`src/rtl/flow_tick_pkg.sv`:
```
// Shared definitions for the flow-control tick generator: channel state
// encodings, simulation timing constants and the prescaler config helper.
package flow_tick_pkg;

  typedef enum logic [1:0] {
    ST_IDLE  = 2'd0,
    ST_ARM   = 2'd1,
    ST_RUN   = 2'd2,
    ST_DRAIN = 2'd3
  } chan_state_e;

  localparam int unsigned SIM_CYCLES_PER_MS = 300;
  localparam int unsigned SIM_MS_PER_SEC    = 2;

  typedef struct packed {
    logic [31:0] cpm;
    logic [31:0] carry;
  } tick_cfg_t;

  // Cycles per ms and ms per second, shortened in simulation mode.
  function automatic tick_cfg_t tick_cfg_f(input bit sim, input int unsigned clock_freq);
    tick_cfg_t cfg;
    if (sim) begin
      cfg.cpm   = SIM_CYCLES_PER_MS;
      cfg.carry = SIM_MS_PER_SEC;
    end else begin
      cfg.cpm   = clock_freq / 1000;
      cfg.carry = 1000;
    end
    return cfg;
  endfunction

endpackage

```
`src/rtl/flow_tick_chan.sv`:
```
// One tick channel: start/stop FSM, ms window counter with period latch,
// and a pulse stretcher that marks the final window after a stop.
module flow_tick_chan
  import flow_tick_pkg::*;
#(
  parameter int PERIOD_W    = 16,
  parameter int PULSE_WIDTH = 1
) (
  input  logic                clk_i,
  input  logic                rst_i,
  input  logic                en_i,
  input  logic                tick_i,
  input  logic                start_i,
  input  logic                stop_i,
  input  logic [PERIOD_W-1:0] period_i,
  output logic                pulse_o,
  output logic                last_o,
  output logic                active_o
);

  localparam int RW = (PULSE_WIDTH > 1) ? $clog2(PULSE_WIDTH) : 1;

  chan_state_e         state_q, state_d;
  logic [PERIOD_W-1:0] cnt_q, cnt_d;
  logic [PERIOD_W-1:0] per_q, per_d, per_new;
  logic [RW-1:0]       rem_q, rem_d;
  logic                start_q, start_rise, fire;
  logic                pulse_q, pulse_d;
  logic                last_q, last_d;
  logic                active_q, active_d;

  always_comb begin
    start_rise = start_i & ~start_q;
    per_new    = (period_i == '0) ? PERIOD_W'(1) : period_i;
    state_d    = state_q;
    cnt_d      = cnt_q;
    per_d      = per_q;
    fire       = 1'b0;
    if (en_i) begin
      case (state_q)
        ST_IDLE: begin
          if (start_rise && !stop_i) state_d = ST_ARM;
        end
        ST_ARM: begin
          if (stop_i) begin
            state_d = ST_IDLE;
          end else if (tick_i) begin
            state_d = ST_RUN;
            cnt_d   = '0;
            per_d   = per_new;
          end
        end
        ST_RUN, ST_DRAIN: begin
          if (tick_i) begin
            if (cnt_q == per_q - PERIOD_W'(1)) begin
              fire  = 1'b1;
              cnt_d = '0;
              per_d = per_new;
            end else begin
              cnt_d = cnt_q + PERIOD_W'(1);
            end
          end
          // A draining channel ignores stop; its next fire is the last one.
          if (state_q == ST_DRAIN) begin
            if (fire) state_d = ST_IDLE;
          end else if (stop_i) begin
            state_d = ST_DRAIN;
          end
        end
      endcase
    end
  end

  always_comb begin
    pulse_d = pulse_q;
    last_d  = last_q;
    rem_d   = rem_q;
    if (en_i) begin
      if (fire) begin
        pulse_d = 1'b1;
        last_d  = (state_q == ST_DRAIN);
        rem_d   = RW'(PULSE_WIDTH - 1);
      end else if (pulse_q) begin
        if (rem_q == '0) begin
          pulse_d = 1'b0;
          last_d  = 1'b0;
        end else begin
          rem_d = rem_q - RW'(1);
        end
      end
    end
  end

  assign active_d = (state_d != ST_IDLE);

  always_ff @(posedge clk_i) begin
    if (rst_i) begin
      state_q  <= ST_IDLE;
      cnt_q    <= '0;
      per_q    <= '0;
      rem_q    <= '0;
      start_q  <= 1'b0;
      pulse_q  <= 1'b0;
      last_q   <= 1'b0;
      active_q <= 1'b0;
    end else begin
      state_q  <= state_d;
      cnt_q    <= cnt_d;
      per_q    <= per_d;
      rem_q    <= rem_d;
      start_q  <= start_i;
      pulse_q  <= pulse_d;
      last_q   <= last_d;
      active_q <= active_d;
    end
  end

  assign pulse_o  = pulse_q;
  assign last_o   = last_q;
  assign active_o = active_q;

endmodule

```
`src/rtl/flow_tick_gen.sv`:
```
// Multi-channel flow-control tick generator: shared ms/second prescaler
// feeding CH_NUM independent window-boundary pulse channels.
module flow_tick_gen
  import flow_tick_pkg::*;
#(
  parameter int unsigned CLOCK_FREQ  = 100_000_000,
  parameter              SIM_MODE    = "TRUE",
  parameter int          CH_NUM      = 4,
  parameter int          PERIOD_W    = 16,
  parameter int          PULSE_WIDTH = 1
) (
  input  logic                       i_pluse_clk,
  input  logic                       i_pluse_rst,
  input  logic                       i_en,
  input  logic [CH_NUM-1:0]          i_ch_start,
  input  logic [CH_NUM-1:0]          i_ch_stop,
  input  logic [CH_NUM*PERIOD_W-1:0] i_ch_period_ms,
  output logic                       o_ms_tick,
  output logic                       o_sec_tick,
  output logic [CH_NUM-1:0]          o_ch_pulse,
  output logic [CH_NUM-1:0]          o_ch_pulse_last,
  output logic [CH_NUM-1:0]          o_ch_active
);

  localparam bit        SIM   = (SIM_MODE == "TRUE");
  localparam tick_cfg_t CFG   = tick_cfg_f(SIM, CLOCK_FREQ);
  localparam int        CPM   = int'(CFG.cpm);
  localparam int        CARRY = int'(CFG.carry);
  localparam int        P_W   = (CPM > 1) ? $clog2(CPM) : 1;
  localparam int        S_W   = (CARRY > 1) ? $clog2(CARRY) : 1;

  if (PULSE_WIDTH < 1 || PULSE_WIDTH >= CPM) begin : g_bad_pulse_width
    $error("flow_tick_gen: PULSE_WIDTH must be 1..cycles-per-ms-1");
  end
  if (CH_NUM < 1 || CH_NUM > 16) begin : g_bad_ch_num
    $error("flow_tick_gen: CH_NUM must be 1..16");
  end

  logic [P_W-1:0] p_q, p_d;
  logic [S_W-1:0] s_q, s_d;
  logic           p_wrap;
  logic           ms_tick_q, ms_tick_d;
  logic           sec_tick_q, sec_tick_d;

  // Prescaler holds at zero while disabled so the first tick is CPM cycles after enable.
  always_comb begin
    p_wrap     = (p_q == P_W'(CPM - 1));
    p_d        = '0;
    s_d        = '0;
    ms_tick_d  = 1'b0;
    sec_tick_d = 1'b0;
    if (i_en) begin
      p_d        = p_wrap ? '0 : p_q + P_W'(1);
      s_d        = s_q;
      if (p_wrap) s_d = (s_q == S_W'(CARRY - 1)) ? '0 : s_q + S_W'(1);
      ms_tick_d  = p_wrap;
      sec_tick_d = p_wrap && (s_q == S_W'(CARRY - 1));
    end
  end

  always_ff @(posedge i_pluse_clk) begin
    if (i_pluse_rst) begin
      p_q        <= '0;
      s_q        <= '0;
      ms_tick_q  <= 1'b0;
      sec_tick_q <= 1'b0;
    end else begin
      p_q        <= p_d;
      s_q        <= s_d;
      ms_tick_q  <= ms_tick_d;
      sec_tick_q <= sec_tick_d;
    end
  end

  assign o_ms_tick  = ms_tick_q;
  assign o_sec_tick = sec_tick_q;

  for (genvar k = 0; k < CH_NUM; k++) begin : g_ch
    flow_tick_chan #(
      .PERIOD_W    (PERIOD_W),
      .PULSE_WIDTH (PULSE_WIDTH)
    ) u_chan (
      .clk_i    (i_pluse_clk),
      .rst_i    (i_pluse_rst),
      .en_i     (i_en),
      .tick_i   (ms_tick_q),
      .start_i  (i_ch_start[k]),
      .stop_i   (i_ch_stop[k]),
      .period_i (i_ch_period_ms[k*PERIOD_W +: PERIOD_W]),
      .pulse_o  (o_ch_pulse[k]),
      .last_o   (o_ch_pulse_last[k]),
      .active_o (o_ch_active[k])
    );
  end

endmodule

```
`config.mk`:
```
export PLATFORM = sky130hd
export DESIGN_NAME = flow_tick_gen
export DESIGN_NICKNAME = d
export VERILOG_FILES = /design/src/rtl/flow_tick_pkg.sv /design/src/rtl/flow_tick_chan.sv /design/src/rtl/flow_tick_gen.sv
export SDC_FILE = /design/constraint.sdc
export NUM_CORES = 1
export LEC_CHECK = 0
export ABC_CLOCK_PERIOD_IN_PS = 4700
export BUFFER_PORTS_ARGS = -buffer_cell sky130_fd_sc_hd__buf_4
export CAP_MARGIN = 40
export CORE_MARGIN = 2
export CORE_UTILIZATION = 60
export CTS_CLUSTER_SIZE = 8
export DETAILED_ROUTE_END_ITERATION = 16
export PLACE_DENSITY = 0.8
export SLEW_MARGIN = 15
export SYNTH_ARGS = -nofsm -noshare
export SYNTH_HDL_FRONTEND = slang
export SYNTH_SLANG_ARGS = --single-unit
```
`constraint.sdc`:
```
create_clock -name i_pluse_clk -period 4.7 [get_ports i_pluse_clk]
set_input_delay 0.94 -clock i_pluse_clk [delete_from_list [all_inputs] [get_ports i_pluse_clk]]
set_output_delay 0.94 -clock i_pluse_clk [all_outputs]
set_load 0.02 [all_outputs]
```
# After elaboration in Yosys (flattened, before gate mapping)
# Cells that the tools add are included.
# word_totals
reg_bits	168
inputBits	75
output_inout_bits	14
wordCells	281
# classes
n_addsub	14
n_eq_ne	37
muxes	134
n_bitwise	9
n_reduce_logical	51
# ops
operator	n
$mux 16	33
$pmux 16 s2	8
$add 16x1->16 const B	4
$eq 16x16->1	4
$logic_not 16->1	4
$sub 16x1->16 const B	4
$mux 1	61
$mux 2	28
$ne 2x2->1 const B	16
$pmux 2 s3	4
$reduce_and 6->1	4
$reduce_bool 2->1	12
$reduce_and 5->1	4
$eq 2x2->1 const B	8
$reduce_and 3->1	4
$reduce_or 2->1	5
$add 9x1->9 const B	1
$eq 9x9->1 const B	1
$eq 2x1->1 const B	4
$logic_not 2->1	4
$ne 2x1->1 const B	4
$reduce_and 2->1	4
$logic_and 1x1->1	5
$not 1->1	5
5 further kinds	14

# Logic depth before layout (Yosys ltp)
# depth
depth_word	11
mapped_depth	13
ltp_nobuf	10

# Hierarchy
# From an unflattened synthesis, not the netlist that was laid out.
# hier_totals
cells_unflattened	1188
area_unflattened_um2	9753.1
# by_module_without_submodules
mod	instances	cells_each	area_per_inst_um2	seq_area_each_um2
flow_tick_chan at g_ch[0].u_chan ...	2	289	2322.2	760.7
flow_tick_chan at g_ch[1].u_chan ...	2	280	2319.7	760.7
flow_tick_gen	1	50	469.2	240.2

# Worst setup path after synthesis
# OpenSTA, ideal clock, no wires.
# synth_path
path_kind	register to register
start	register g_ch[2].u_chan.per_q[0]
end	register g_ch[2].u_chan.per_q[0]
setup_ns	0.121
arrival_time_ns	3.154
required_time_ns	4.579
setup_slack_ns	1.425
stages_incl_launch_ff	11
path_buffers	0
synth_period_minus_slack_ns	3.275
path_cell_list	dfxtp_1 > inv_1 > ha_1 > or4b_1 > or3b_2 > xnor2_1 > a2111o_1 > nor4b_2 > a31oi_1 > nor2_2 > mux2_2
# synth_via
elab_chain_len	4
# synth_rtl
item	line	rtl
start, declared	flow_tick_chan.sv:25	logic [PERIOD_W-1:0] per_q, per_d, per_new;
start signal, assigned	flow_tick_chan.sv:109	per_q <= per_d;
$sub 16x1->16	flow_tick_chan.sv:55	if (cnt_q == per_q - PERIOD_W'(1)) begin
$eq 16x16->1	flow_tick_chan.sv:55	
$ne 2x1->1 (no source line)	n/a	
$reduce_and 6->1 (no source line)	n/a	
# Every way passes these cells.
# A chain may end at the register's enable or synchronous reset.

# Final worst setup path
# layout_path
start	register g_ch[2].u_chan.per_q[0]
end	register g_ch[2].u_chan.per_q[5]
# The elaborated chain is that of the path after synthesis.

==> flow_summary.toml <==
[timing]
hold_violations = 0
finalSetupViolCount = 0
setup_slack_ns = 0.853
finalCriticalPeriod_ns = 3.85
rsz0062_at_grt = "false"
skew_ns = 0.00684
fin_tns_setup_ns = 0
maxSlewViolCount = 0
relSlewSlack_pct = 49.1
max_freq_mhz = 260
finalCritPeriodShare_pct = 81.9
worstMarginPinSlew_ns = 0.764

[setup_path]
start_kind = "flip-flop"
worstPathCellList = "inv_1 > ha_1 > or4b_1 > or3b_2 > xnor2_1 > a2111o_1 > nor4b_2 > a31oi_1 > nor2_2 > buf_4 > mux2i_1"
critPathBufInv = 2
crit_required_ns = 5.06
r2r_slack_ns = 0.85
cp_max_fo = 10
cp.arrival_ns = 4.20
cpPeakStageDelay_ns = 0.56
rr_worst_depth = 11
path_class = "flip-flop to flip-flop"
r2r_start = "g_ch[2].u_chan.per_q[0]"
crit_path_end_kind = "flip-flop"
path_delay_family = "simple AND/OR/NAND/NOR gates"
cpMaxStageDelayCell = "nor2_2"
rr_endpoint = "g_ch[2].u_chan.per_q[5]"

[clock_network]
cts_made_buffers = 17
clk_pin_slew_ns = 0.07
cts_tree = "built"
clk_latency_ns = 0.43
cts_hold_buffers = 0
htreeDepth = 4
cts_setup_buffers = 0
root_buffer = "clkbuf_16"
cts.path.max_buffers = 2
cts_resized = 0
clock-sinks = 164

[synth]
syn-cell-area_um2 = 9660
ys_seq_elements = 164
ys_top_cells_by_area = "dfxtp_1 34%, mux2i_1 6.9%, xnor2_1 5.1%"
synth_edf_count = 0
seq_area_frac_synth_pct = 34.0
synth_top_area_share_pct = 34.0
synth_warnings = 0
yosysTopAreaCell = "dfxtp_1"
synthCells = 1140
synth_ff_type = "dfxtp_1"
synth.distinct_cells = 81
synth_most_common_cell = "dfxtp_1"
synthTopCellsByCount = "164 x dfxtp_1, 128 x nor2_1, 68 x nand2_1"
syn_nets = 1224
async_flop_share_pct = 0
syn_area_per_cell_um2 = 8.47

[die]
dieWidth_um = 131
initial_core_util_pct = 61.0
die_h_um = 131
core-area_um2 = 15800
die-area_um2 = 17100
io_pins = 89
rows = 46

[cells_and_area]
drive_gt1_share_pct = 13.8
design_area_um2 = 10900
layout.nets = 1270
antenna_cells = 0
final_cells = 1415
syn_to_final_growth_pct = 12.8

[hold_path]
worstHoldStart = "p_q[0]"
holdPathStages = 1
holdPathEnd = "p_q[0]"
holdCritPathClass = "flip-flop to flip-flop"

[power]
switching_share_pct = 22.4
power_density_nw_per_um2 = 274
p_int_uw = 2320
vdd_drop_max_mv = 0.297
p_seq_share_pct = 46.9
p_leak_uw = 0.00426
p_switching_uw = 669
p_clk_share_pct = 48.5
combPwrFrac_pct = 4.6

[job]
drv_cap = 0

[global_route]
track_usage_pct = 26.6
antenna_found_initial = 0
use_met1_pct = 34.6
grt.met3_usage_pct = 4.85
top_usage_layer = "met2"
grt_start_max_net_pins = 69
grt_pass1_vias = 7709
groute.layer.met2.usage_pct = 44.8
grt_pass1_wl_mm = 36.7
grt_overflow = 0

[place]
routabilityCongestion = 0.900
place_area_um2 = 10300
detailedPlace.worstSlack_ns = 0.899
dp_hpwl_mm = 15.8
dp.cells = 1383
numPortBuffers = 88

[drt]
wl_per_cell_um = 15.8
vias = 8373
drtPass1Iterations = 5
ant_nets = 0
dr.first_iter.drc_count = 497
remaining_drc_errors = 0
wirelength_mm = 22.4
vias_per_cell = 5.92

[run_status]
status = "complete, no violations"
## layer usage
metal / wire, um / vias up
li1: - / 4216
met1: 10400 / 3934
met2: 10800 / 196
met3: 954 / 27
met4: 282 / 0
met5: 0 / -
## placed cells by master (no fill, tap or decap), types with 10 or more instances in the layout
cell type	count
a31oi_1	18
a211oi_1	10
nor2_1	128
a41oi_1	11
nand4b_1	10
nor2b_1	17
nor4_1	23
a21o_1	12
o21ai_0	38
a21oi_1	35
nand2_1	68
buf_4	98
and3_1	34
inv_1	24
nand3_1	47
mux2i_1	67
dfxtp_1	164
xor2_1	48
nor3_1	32
nand3b_1	14
nand4_1	13
xnor2_1	56
clkbuf_16	17
nand2b_1	47
## power by group through the flow
stage	registers [uW]	logic, uW	clock network [uW]
detailed placement	1430	136	0
floorplan	1430	63.9	0
finish	1400	137	1450
global route	1400	149	1530
CTS	1400	137	1480
global placement	1430	133	0
## registers in the layout, indices dropped and copies added, names as in the netlist
| name | cells |
|---|---|
| o_ms_tick | 1 |
| g_ch.u_chan.start_q | 4 |
| g_ch.u_chan.pulse_o | 4 |
| g_ch.u_chan.active_o | 4 |
| p_q | 9 |
| s_q | 1 |
| g_ch.u_chan.per_q | 64 |
| g_ch.u_chan.cnt_q | 64 |
| g_ch.u_chan.state_q | 8 |
| o_sec_tick | 1 |
| g_ch.u_chan.last_o | 4 |
## logic make-up after synthesis
family,count (synthesis),share of synthesized area [%]
muxes,69,7.18
DFF,164,34.0
xor gates and xnor gates,104,9.43
buffers and inverters,95,4.94
AOI/OAI and AO/OA,202,15.1
and+or+nand+nor,497,28.1
adders and majority gates,9,1.17
## worst max path at each step
stage / from / endpoint / slack, ns / cells past startpoint
3_5_place_dp: g_ch[2].u_chan.per_q[0] / g_ch[2].u_chan.per_q[5] / 0.90 / 11
3_3_place_gp: g_ch[2].u_chan.per_q[0] / g_ch[2].u_chan.per_q[1] / 1.04 / 11
4_1_cts: g_ch[2].u_chan.per_q[0] / g_ch[2].u_chan.per_q[5] / 0.84 / 11
2_1_floorplan: g_ch[2].u_chan.per_q[0] / g_ch[2].u_chan.per_q[0] / 1.43 / 10
6_report: g_ch[2].u_chan.per_q[0] / g_ch[2].u_chan.per_q[5] / 0.85 / 11
5_1_grt: g_ch[2].u_chan.per_q[0] / g_ch[2].u_chan.per_q[5] / 0.62 / 11
## stage by stage
stage | utilization (%) | power [uW] | hold slack [ns]
floorplan | - | 1500 | 0.426
global placement | 64.9 | 1570 | 0.442
detailed placement | 64.9 | 1570 | 0.457
CTS | 68.8 | 3010 | 0.473
global route | 68.8 | 3080 | 0.503
finish | 68.8 | 2990 | 0.469
## final cells by class
class | count | area [um^2]
repair buffers | 98 | 736
clock inverters | 14 | 174
multi-input cells | 881 | 5900
clock buffers | 18 | 439
well taps | 216 | 270
flip-flops and latches | 164 | 3280
inverters | 24 | 90.1
fillers | 1284 | 4930
## worst reg2reg max path: stages (launching register included)
cell and delay [ns]:
dfxtp_1 0.35, inv_1 0.09, ha_1 0.25, or4b_1 0.52, or3b_2 0.50, xnor2_1 0.14, a2111o_1 0.33, nor4b_2 0.39
a31oi_1 0.16, nor2_2 0.56, buf_4 0.30, mux2i_1 0.20
Note: power is estimated with default switching activity, not from simulation.
